==> src/rtl/keypad_pkg.sv <==
// Shared definitions for the keypad digit-entry block.
//  - KEYMAP[r][c]  : 4-bit key code for row r / column c of the 4x4 matrix
//  - KEY_BACKSPACE : code that removes the newest digit
//  - DIGIT_EMPTY   : value shown in an unfilled entry slot
//  - scan_state_e  : debounce FSM states
//  - helpers for one-cold decode and column rotation
package keypad_pkg;

  typedef enum logic [1:0] {
    SCAN     = 2'd0,
    DEBOUNCE = 2'd1,
    HELD     = 2'd2
  } scan_state_e;

  localparam logic [3:0] KEY_BACKSPACE = 4'hA;
  localparam logic [4:0] DIGIT_EMPTY   = 5'h1F;

  // Packed so that KEYMAP[r][c] selects a code; the rightmost entry is index 0.
  //   Row 0: 1 2 3 A   Row 1: 4 5 6 B   Row 2: 7 8 9 C   Row 3: E 0 F D
  localparam logic [3:0][3:0][3:0] KEYMAP = {
    {4'hD, 4'hF, 4'h0, 4'hE},
    {4'hC, 4'h9, 4'h8, 4'h7},
    {4'hB, 4'h6, 4'h5, 4'h4},
    {4'hA, 4'h3, 4'h2, 4'h1}
  };

  // True when exactly one bit of an active-low vector is asserted.
  function automatic logic is_single_low(input logic [3:0] v);
    logic res;
    case (v)
      4'b1110, 4'b1101, 4'b1011, 4'b0111: res = 1'b1;
      default:                            res = 1'b0;
    endcase
    return res;
  endfunction

  // Position of the single 0 bit; only meaningful for one-cold input.
  function automatic logic [1:0] onecold_index(input logic [3:0] v);
    logic [1:0] res;
    case (v)
      4'b1110: res = 2'd0;
      4'b1101: res = 2'd1;
      4'b1011: res = 2'd2;
      4'b0111: res = 2'd3;
      default: res = 2'd0;
    endcase
    return res;
  endfunction

  // Next column drive. Any corrupted pattern falls back to column 0.
  function automatic logic [3:0] next_col(input logic [3:0] c);
    logic [3:0] res;
    case (c)
      4'b1110: res = 4'b1101;
      4'b1101: res = 4'b1011;
      4'b1011: res = 4'b0111;
      default: res = 4'b1110;
    endcase
    return res;
  endfunction

endpackage

==> src/rtl/keypad_scan_fsm.sv <==
// Column scanner and debouncer for a 4x4 active-low keypad.
// Ports:
//   clk, rst          clock, asynchronous active-high reset
//   row   [3:0]  in   raw keypad rows (active-low, asynchronous to clk)
//   col   [3:0]  out  one-cold column drive (registered)
//   accept       out  high for the single cycle whose closing edge accepts a key
//   key_row [1:0] out row of the key being debounced / accepted
//   key_col [1:0] out column of the key being debounced / accepted
// accept is decoded from registers only, so the consumer registers it once
// and the press shows up one clock after the accepting sample.
module keypad_scan_fsm
  import keypad_pkg::*;
#(
  parameter int SCAN_DIV         = 50000,
  parameter int DEBOUNCE_SAMPLES = 10
) (
  input  logic       clk,
  input  logic       rst,
  input  logic [3:0] row,
  output logic [3:0] col,
  output logic       accept,
  output logic [1:0] key_row,
  output logic [1:0] key_col
);

  localparam int TW = $clog2(SCAN_DIV);
  localparam int DW = $clog2(DEBOUNCE_SAMPLES + 1);
  localparam logic [TW-1:0] TIMER_LAST = TW'(SCAN_DIV - 1);
  localparam logic [DW-1:0] DEB_TARGET = DW'(DEBOUNCE_SAMPLES);

  logic [3:0]    row_meta_q, row_sync_q;
  logic [TW-1:0] timer_q, timer_d;
  logic [3:0]    col_q, col_d;
  scan_state_e   state_q, state_d;
  logic [DW-1:0] deb_cnt_q, deb_cnt_d;
  logic [1:0]    key_row_q, key_row_d;
  logic [1:0]    key_col_q, key_col_d;
  logic          accept_s;

  logic          sample_s, single_s, idle_s;
  logic [DW-1:0] deb_inc_s;

  assign sample_s  = (timer_q == TIMER_LAST);
  assign single_s  = is_single_low(row_sync_q);
  assign idle_s    = (row_sync_q == 4'hF);
  assign deb_inc_s = deb_cnt_q + DW'(1);

  // Row synchronizer, slot timer and FSM state registers.
  always_ff @(posedge clk or posedge rst) begin
    if (rst) begin
      row_meta_q <= 4'hF;
      row_sync_q <= 4'hF;
      timer_q    <= '0;
      col_q      <= 4'b1110;
      state_q    <= SCAN;
      deb_cnt_q  <= '0;
      key_row_q  <= 2'd0;
      key_col_q  <= 2'd0;
    end else begin
      row_meta_q <= row;
      row_sync_q <= row_meta_q;
      timer_q    <= timer_d;
      col_q      <= col_d;
      state_q    <= state_d;
      deb_cnt_q  <= deb_cnt_d;
      key_row_q  <= key_row_d;
      key_col_q  <= key_col_d;
    end
  end

  // Slot timer wraps on the sampling cycle.
  always_comb begin
    timer_d = timer_q + TW'(1);
    if (sample_s) begin
      timer_d = '0;
    end else begin
      timer_d = timer_q + TW'(1);
    end
  end

  // Debounce FSM: all decisions are taken on the sampling cycle only.
  always_comb begin
    state_d   = state_q;
    col_d     = col_q;
    deb_cnt_d = deb_cnt_q;
    key_row_d = key_row_q;
    key_col_d = key_col_q;
    accept_s  = 1'b0;
    case (state_q)
      SCAN: begin
        if (sample_s) begin
          if (single_s) begin
            key_row_d = onecold_index(row_sync_q);
            key_col_d = onecold_index(col_q);
            deb_cnt_d = DW'(1);
            state_d   = DEBOUNCE;
          end else begin
            col_d = next_col(col_q);
          end
        end else begin
          state_d = SCAN;
        end
      end
      DEBOUNCE: begin
        if (sample_s) begin
          if (single_s && (onecold_index(row_sync_q) == key_row_q)) begin
            if (deb_inc_s == DEB_TARGET) begin
              accept_s  = 1'b1;
              deb_cnt_d = '0;
              state_d   = HELD;
            end else begin
              deb_cnt_d = deb_inc_s;
            end
          end else begin
            // Bounce or a different key: resume scanning past this column.
            deb_cnt_d = '0;
            col_d     = next_col(col_q);
            state_d   = SCAN;
          end
        end else begin
          state_d = DEBOUNCE;
        end
      end
      HELD: begin
        if (sample_s) begin
          if (idle_s) begin
            if (deb_inc_s == DEB_TARGET) begin
              deb_cnt_d = '0;
              col_d     = next_col(col_q);
              state_d   = SCAN;
            end else begin
              deb_cnt_d = deb_inc_s;
            end
          end else begin
            // Release must be seen on consecutive samples.
            deb_cnt_d = '0;
          end
        end else begin
          state_d = HELD;
        end
      end
      default: begin
        state_d   = SCAN;
        deb_cnt_d = '0;
        col_d     = 4'b1110;
      end
    endcase
  end

  assign col     = col_q;
  assign accept  = accept_s;
  assign key_row = key_row_q;
  assign key_col = key_col_q;

endmodule

==> src/rtl/keypad_digit_entry.sv <==
// Keypad front end for the safe-box controller: scans and debounces a 4x4
// keypad and keeps a rolling 4-digit entry buffer.
// Ports:
//   clk, rst            clock, asynchronous active-high reset
//   row   [3:0]   in    keypad rows, active-low, pulled up
//   col   [3:0]   out   keypad column drive, one-cold active-low
//   clr           in    synchronous buffer clear (1-cycle pulse, beats a same-cycle digit)
//   p0..p3 [4:0]  out   entry digits, p0 newest; 5'h1F marks an empty slot
//   digit_count   out   filled slots, 0..4
//   key_valid     out   1-cycle pulse per accepted key (any key, also during clr)
//   key_code [3:0] out  code of the last accepted key, held until the next one
module keypad_digit_entry
  import keypad_pkg::*;
#(
  parameter int SCAN_DIV         = 50000,
  parameter int DEBOUNCE_SAMPLES = 10
) (
  input  logic       clk,
  input  logic       rst,
  input  logic [3:0] row,
  output logic [3:0] col,
  input  logic       clr,
  output logic [4:0] p0,
  output logic [4:0] p1,
  output logic [4:0] p2,
  output logic [4:0] p3,
  output logic [2:0] digit_count,
  output logic       key_valid,
  output logic [3:0] key_code
);

  logic       accept_s;
  logic [1:0] key_row_s, key_col_s;
  logic [3:0] code_s;

  // Index 0 is p0 (newest digit).
  logic [3:0][4:0] buf_q, buf_d;
  logic [2:0]      count_q, count_d;
  logic            key_valid_q, key_valid_d;
  logic [3:0]      key_code_q, key_code_d;

  keypad_scan_fsm #(
    .SCAN_DIV        (SCAN_DIV),
    .DEBOUNCE_SAMPLES(DEBOUNCE_SAMPLES)
  ) u_scan (
    .clk    (clk),
    .rst    (rst),
    .row    (row),
    .col    (col),
    .accept (accept_s),
    .key_row(key_row_s),
    .key_col(key_col_s)
  );

  assign code_s = KEYMAP[key_row_s][key_col_s];

  // Entry buffer and key report registers.
  always_ff @(posedge clk or posedge rst) begin
    if (rst) begin
      buf_q       <= {4{DIGIT_EMPTY}};
      count_q     <= 3'd0;
      key_valid_q <= 1'b0;
      key_code_q  <= 4'h0;
    end else begin
      buf_q       <= buf_d;
      count_q     <= count_d;
      key_valid_q <= key_valid_d;
      key_code_q  <= key_code_d;
    end
  end

  // Key report plus buffer update; clr has priority over an accepted key.
  always_comb begin
    buf_d       = buf_q;
    count_d     = count_q;
    key_valid_d = accept_s;
    key_code_d  = key_code_q;
    if (accept_s) begin
      key_code_d = code_s;
    end else begin
      key_code_d = key_code_q;
    end
    if (clr) begin
      buf_d   = {4{DIGIT_EMPTY}};
      count_d = 3'd0;
    end else if (accept_s) begin
      if (code_s <= 4'd9) begin
        // Shift in; the oldest digit falls off the end when full.
        buf_d   = {buf_q[2], buf_q[1], buf_q[0], {1'b0, code_s}};
        count_d = (count_q == 3'd4) ? 3'd4 : (count_q + 3'd1);
      end else if (code_s == KEY_BACKSPACE) begin
        if (count_q != 3'd0) begin
          buf_d   = {DIGIT_EMPTY, buf_q[3], buf_q[2], buf_q[1]};
          count_d = count_q - 3'd1;
        end else begin
          buf_d   = buf_q;
          count_d = count_q;
        end
      end else begin
        // Function keys are only reported.
        buf_d   = buf_q;
        count_d = count_q;
      end
    end else begin
      buf_d   = buf_q;
      count_d = count_q;
    end
  end

  assign p0          = buf_q[0];
  assign p1          = buf_q[1];
  assign p2          = buf_q[2];
  assign p3          = buf_q[3];
  assign digit_count = count_q;
  assign key_valid   = key_valid_q;
  assign key_code    = key_code_q;

endmodule

==> config.mk <==
export PLATFORM = sky130hd
export DESIGN_NAME = keypad_digit_entry
export DESIGN_NICKNAME = d
export VERILOG_FILES = /design/src/rtl/keypad_pkg.sv /design/src/rtl/keypad_scan_fsm.sv /design/src/rtl/keypad_digit_entry.sv
export SDC_FILE = /design/constraint.sdc
export NUM_CORES = 1
export LEC_CHECK = 0
export CORE_MARGIN = 5
export CORE_UTILIZATION = 42
export CTS_CLUSTER_DIAMETER = 150
export DETAILED_ROUTE_END_ITERATION = 10
export HOLD_SLACK_MARGIN = 0.12
export SYNTH_ARGS = -nofsm -noshare
export SYNTH_HDL_FRONTEND = slang
export SYNTH_SLANG_ARGS = --single-unit
==> constraint.sdc <==
create_clock -name clk -period 3.5 [get_ports clk]
set_clock_uncertainty 0.2 [all_clocks]
set_input_delay 1.05 -clock clk [delete_from_list [all_inputs] [get_ports clk]]
set_output_delay 1.05 -clock clk [all_outputs]
set_load 0.01 [all_outputs]
-- After elaboration in Yosys (flattened, before gate mapping)
Index checks and enable logic that the tools add are counted.
- register bits after elaboration: 66
- word-level logic and storage cells: 113
- magnitude comparators: 3
- equal/unequal tests: 28
- reductions and logical operators: 12
- $add $sub $neg: 4
- muxes and demuxes: 51
- operators by type and width (cell ; count):
    20-bit two-way mux ; 5
    4-bit two-way mux ; 15
    4-bit equality test, second input constant ; 9
    4-bit case mux with 3 select lines ; 3
    16-bit binary-select mux with 2-bit select ; 1
    16-bit two-way mux ; 2
    2-bit two-way mux ; 10
    3-bit two-way mux ; 6
    2-bit case mux with 3 select lines ; 3
    16-bit by 1-bit adder with 16-bit output, second input constant ; 1
    16-bit equality test, second input constant ; 1
    2-bit by 1-bit != test with 1-bit output, second input constant ; 6
    3-bit != test, second input constant ; 3
    3-bit nonzero test ; 3
    4-bit binary-select mux with 2-bit select ; 1
    4-bit by 3-bit equality test with 1-bit output, second input constant ; 2
    4-bit AND reduction ; 2
    7-bit AND reduction ; 1
    2-bit by 3-bit < comparator with 1-bit output, second input constant ; 2
    3-bit AND reduction ; 2
    1-bit two-way mux ; 5
    4-bit by 1-bit adder with 4-bit output, second input constant ; 1
    4-bit <= comparator, second input constant ; 1
    2-bit != test, second input constant ; 2
    11 further kinds ; 11

-- Depth between registers and ports, before layout
- depth after elaboration: 11
- depth in mapped cells: 10
- gate-level depth less buffers: 8

-- By module
Synthesis repeated with hierarchy kept, for this count alone.
- cells, all modules: 382
- area, all modules: 3649.8 um2
- by module, submodules not included (module ; cells an instance ; times used ; area an instance (um2)):
    keypad_scan_fsm ; 197 ; 1 ; 1986.9
    keypad_digit_entry ; 185 ; 1 ; 1662.8

-- Worst setup path after synthesis
No wires, ideal clock.
- kind: reg2reg
- start: reg u_scan.row_sync_q[3]
- end: reg buf_q, in the netlist p0[4]
- path slack: 930 ps
- path buffers: 2
- data arrival time: 2288 ps
- setup time: 82 ps
- period minus slack after synthesis: 2570 ps
- cell stages (with the launch flop): 8
- path through: dfstp_2 -> or3b_4 -> a21oi_4 -> o211ai_4 -> or4b_1 -> buf_2 -> buf_6 -> a211o_1
- word-level cells in the longest chain between the ends: 11
- RTL lines (element ; RTL line ; source):
    start: declaration ; keypad_scan_fsm.sv:31 ; logic [3:0] row_meta_q, row_sync_q;
    start signal: assignment ; keypad_scan_fsm.sv:61 ; row_sync_q <= row_meta_q;
    4-bit by 3-bit equality test with 1-bit output or 4-bit equality test (tied branches) ; keypad_pkg.sv:30, keypad_pkg.sv:40 ;
    2-bit case mux with 3 select lines ; keypad_pkg.sv:40 ; case (v)
    2-bit two-way mux ; keypad_scan_fsm.sv:105 ; if (sample_s) begin
    2-bit two-way mux ; keypad_scan_fsm.sv:89 ; case (state_q)
    2-bit equality test ; keypad_scan_fsm.sv:106 ; if (single_s && (onecold_index(row_sync_q) == key_row_q)) begin
    1-bit logical AND * ; keypad_scan_fsm.sv:106 ;
    1-bit two-way mux * ; keypad_scan_fsm.sv:106 ;
    1-bit two-way mux * ; keypad_scan_fsm.sv:105 ;
    1-bit two-way mux * ; keypad_scan_fsm.sv:89 ;
    2-bit nonzero test (no line) * ; -- ;
    3-bit AND reduction (no line) * ; -- ;
    end signal: assignment ; keypad_digit_entry.sv:60 ; buf_q <= {4{DIGIT_EMPTY}};
    end signal: assignment ; keypad_digit_entry.sv:65 ; buf_q <= buf_d;
    end: declaration ; keypad_digit_entry.sv:37 ; logic [3:0][4:0] buf_q, buf_d;
Every way passes the cells marked *; elsewhere a longest branch is shown, timed or not. The select of a mux whose other input is x is not followed.
A chain may end at the register's enable or synchronous reset.

-- Worst setup path in the final report
- start: reg u_scan.key_row_q[0], in the netlist u_scan.key_row[0]
- end: reg count_q[2], in the netlist digit_count[2]
- word-level cells in the longest chain between the ends: 8
- RTL lines (element ; RTL line ; source):
    start: declaration ; keypad_scan_fsm.sv:36 ; logic [1:0] key_row_q, key_row_d;
    start signal: assignment ; keypad_scan_fsm.sv:66 ; key_row_q <= key_row_d;
    16-bit binary-select mux with 2-bit select ; keypad_digit_entry.sv:55 ; assign code_s = KEYMAP[key_row_s][key_col_s];
    16-bit two-way mux (implied by the code) ; keypad_digit_entry.sv:55 ;
    4-bit binary-select mux with 2-bit select ; keypad_digit_entry.sv:55 ;
    4-bit two-way mux (implied by the code) ; keypad_digit_entry.sv:55 ;
    4-bit <= comparator ; keypad_digit_entry.sv:87 ; if (code_s <= 4'd9) begin
    3-bit two-way mux ; keypad_digit_entry.sv:87 ;
    3-bit two-way mux ; keypad_digit_entry.sv:86 ; end else if (accept_s) begin
    3-bit two-way mux ; keypad_digit_entry.sv:83 ; if (clr) begin
    end signal: assignment ; keypad_digit_entry.sv:66 ; count_q <= count_d;
    end: declaration ; keypad_digit_entry.sv:38 ; logic [2:0] count_q, count_d;
Several ways; a longest one is shown, not always the timed one. The select of a mux whose other input is x is not followed.

==> results.yml <==
cts:
  ctsHtreeMaxLevel: 3
  path_clk_slew_ns: 0.07
  cts.sinks: 66
  post_cts_buffers: 0
  post_cts_resized: 0
  clockRootBuffer: "clkbuf_8"
  cts_tree: "built"
  ctsHoldBuffers: 0
  cts_max_path_buffers: 2
  clock_latency_ns: 0.34
  cts_made_buffers: 9
synth:
  syn_inst: 362
  synth_nets: 375
  yosysWarnings: 0
  yosys_most_used_dff: "dfrtp_1"
  syn_area_per_cell_sq_um: 9.70
  muxShareOfSynthArea_pct: 4.06
  synth_top_family_by_area: "simple AND/OR/NAND/NOR gates"
  yosysTopAreaCell: "dfrtp_1"
  synth-simple-area-share_pct: 19.8
  ys_seq_area_share_pct: 48.2
  async_flop_share_pct: 100
  ys_seq_elements: 66
  synth_top_area_share_pct: 25.0
  yosys.area_share.xor_xnor_pct: 5.24
  synth_compound_area_share_pct: 16.9
  syn_area_sq_um: 3510
  synthTopCellsByArea: "dfrtp_1 (25%), dfstp_2 (23%), nand2_1 (5.9%)"
  synth_edf_count: 0
  synth_adder_area_share_pct: 2.14
  ys_types: 59
timing:
  setup_viol: 0
  fin_crit_sh_pct: 85.8
  max-slew-margin-rel_pct: 40.3
  min_period_ns: 3.00
  worstMarginPinSlew_ns: 0.896
  max_freq_mhz: 333
  drv_slew: 0
  finalHoldViolCount: 0
  setup_tns_ns: 0
  rsz0062_at_grt: "false"
power_and_ir_drop:
  p_switching_uw: 312
  p_comb_share_pct: 2.9
  p_per_area_nw_per_um2: 337
  seq_power_share_pct: 55.0
  p_int_uw: 1100
  pwr-share-clk_pct: 42.1
  swShare_pct: 22.1
  ir_worst_vdd_mv: 0.166
  power.leakage_uw: 0.00174
hold_path:
  worstHoldEndpoint: "u_scan.row_sync_q[0]"
  min_path_type: "reg2reg"
  hp-start: "u_scan.row_meta_q[0]"
  hold_depth: 0
detailed_routing:
  dr.pass1.iters: 4
  avgViaCountPerCell: 5.37
  drc_errors: 0
  drt-wirelength-per-cell_um: 14.3
  vias: 2735
  dr.first_iter.drc_count: 104
  routed_wl_um: 7290
  drtAntennaViolNets: 0
grt:
  grt_pass1_vias: 2525
  track_usage_pct: 15.3
  antenna_found_initial: 0
  grt_overflow_total: 0
  grt_pass1_wl_um: 12500
  grt_max_degree: 32
floorplanning:
  die_x_um: 101
  row_count: 33
  io_pins: 39
  die_area_sq_um: 10300
  dieHeight_um: 101
  start_util_pct: 42.9
  core_area_sq_um: 8180
critical_path:
  r2r_setup_slack_ns: 0.50
  critPathKind: "reg2reg"
  end_kind: "flop"
  required_ns: 3.58
  critPathArrivalTime_ns: 3.09
  worst-path-max-fanout: 31
  worstReg2RegEnd: "digit_count[2]"
  reg2reg_from: "u_scan.key_row[0]"
  r2r_cells: 6
  start_kind: "flop"
cells_and_area:
  antenna_cells: 0
  fin_nets: 412
  drive_above_1_share_pct: 16.3
  n_fill_cell: 755
  post_layout_nonfiller_instances: 509
  syn_to_final_growth_pct: 19.4
status:
  status: "complete, no violations"
run:
  drv_cap: 0
placement:
  placed_cells: 493
  dp_hpwl_um: 5130
  gp_congestion: 0.798
  io_buffers: 38
power by group through the flow:
stage | clock network [uW] | logic, uW | registers [uW]
final | 594 | 40.9 | 777
after global routing | 654 | 46.7 | 778
after CTS | 615 | 42.6 | 777
after detailed placement | 0 | 42.5 | 791
after global placement | 0 | 42.4 | 790
after floorplan | 0 | 24.6 | 788
registers in the layout, summed over array words and instances (netlist names):
register,flops
u_scan.key_col,2
u_scan.col,4
digit_count,3
p2,5
key_valid,1
u_scan.state_q,2
u_scan.key_row,2
u_scan.timer_q,16
key_code,4
u_scan.deb_cnt_q,4
u_scan.row_sync_q,4
p1,5
p0,5
u_scan.row_meta_q,4
p3,5
layout by cell type, fill, tap and decap left out, types with 2 or more instances in the layout:
cell and n:
nor2_1 21, mux2i_1 12, a311oi_1 2, and2_1 2
dfrtp_1 35, nand3_1 20, mux2_2 2, xor2_1 12
a22o_1 2, a32o_1 2, o22ai_1 2, a21o_1 3
o32ai_1 5, nor3b_1 2, o21ai_0 23, nand2_1 55
clkbuf_8 12, nor3_1 7, xnor2_1 9, clkbuf_1 2
clkinv_2 2, and3_1 4, dfstp_2 31, a21oi_1 14
buf_4 8, clkdlybuf4s50_1 38, nand2b_1 3, nand4b_1 3
o211ai_1 14, nor2b_1 7, a211o_1 2, ha_1 6
nand4_1 4, inv_1 8, a221oi_1 2
critical path, stage by stage (launching register included):
cell and delay [ns]:
dfrtp_1 0.52, nor2b_1 0.22, a21boi_0 0.46, a21oi_1 0.13, or4b_1 0.95, a21oi_1 0.27, o221a_2 0.20
metrics by stage:
stage	worst slack [ns]	hold WS [ns]	cell area, sq um	power (uW)	util (%)
after CTS	0.466	0.157	4190	1440	51.3
final	0.497	0.155	4190	1410	51.3
after detailed placement	0.467	0.147	4010	833	49.0
after global routing	0.257	0.159	4190	1480	51.3
after global placement	0.511	0.146	4010	833	49.0
after floorplan	0.646	0.145	3510	813	-
synthesized netlist by cell type (all sizes together), types with 2 or more instances:
cell type,number
a32o,2
o32ai,5
and2,2
a22o,2
nor2,21
dfrtp,35
nor4,2
ha,6
a21o,3
or3b,2
clkbuf,15
buf,6
a21oi,15
o21ai,23
nand3,20
nor2b,7
xor2,12
nand4,4
mux2,2
nand2,55
a221oi,2
nor3,8
a211o,2
o22ai,2
and3,4
mux2i,12
a311oi,2
inv,9
nor3b,2
o211ai,15
nand2b,3
nand4b,3
dfstp,31
xnor2,9
per-layer routing:
metal / up-vias / share of wire, % / track usage [%]
met5: - / 0 / 0
met1: 1314 / 49 / 21.6
met3: 8 / 4.4 / 3.37
li1: 1371 / - / -
met2: 42 / 45 / 22.5
met4: 0 / 1.8 / 6.34
kinds of logic (layout without fill, tap and decap cells):
group                      count (synthesis)  count (layout)
and+or+nand+nor                          140             140
AOI/OAI and AO/OA                         84              84
DFF                                       66              66
buffers and inverters                     31              73
xor gates and xnor gates                  21              21
muxes                                     14              14
adders and majority gates                  6               6
how the worst max path moves through the flow:
stage                         start        endpoint  slack (ns)  depth (start not counted)
2_1_floorplan                   rst  digit_count[0]        0.65                          1
3_3_place_gp   u_scan.row_sync_q[3]  digit_count[2]        0.51                          6
3_5_place_dp      u_scan.key_row[0]  digit_count[2]        0.47                          6
4_1_cts           u_scan.key_row[0]  digit_count[2]        0.47                          6
5_1_grt           u_scan.key_row[0]  digit_count[2]        0.26                          6
6_report          u_scan.key_row[0]  digit_count[2]        0.50                          6
final cells by class:
cell class | instances | area, sq um | share of cell area [%]
tap | 105 | 131 | 3.13
inverter | 10 | 37.5 | 0.896
sequential | 66 | 1690 | 40.3
clock inverter | 2 | 10.0 | 0.239
timing repair buffer | 47 | 460 | 11.0
multi-input combinational | 265 | 1690 | 40.3
clock buffer | 14 | 173 | 4.12
Note: power is estimated with default switching activity, not from simulation.
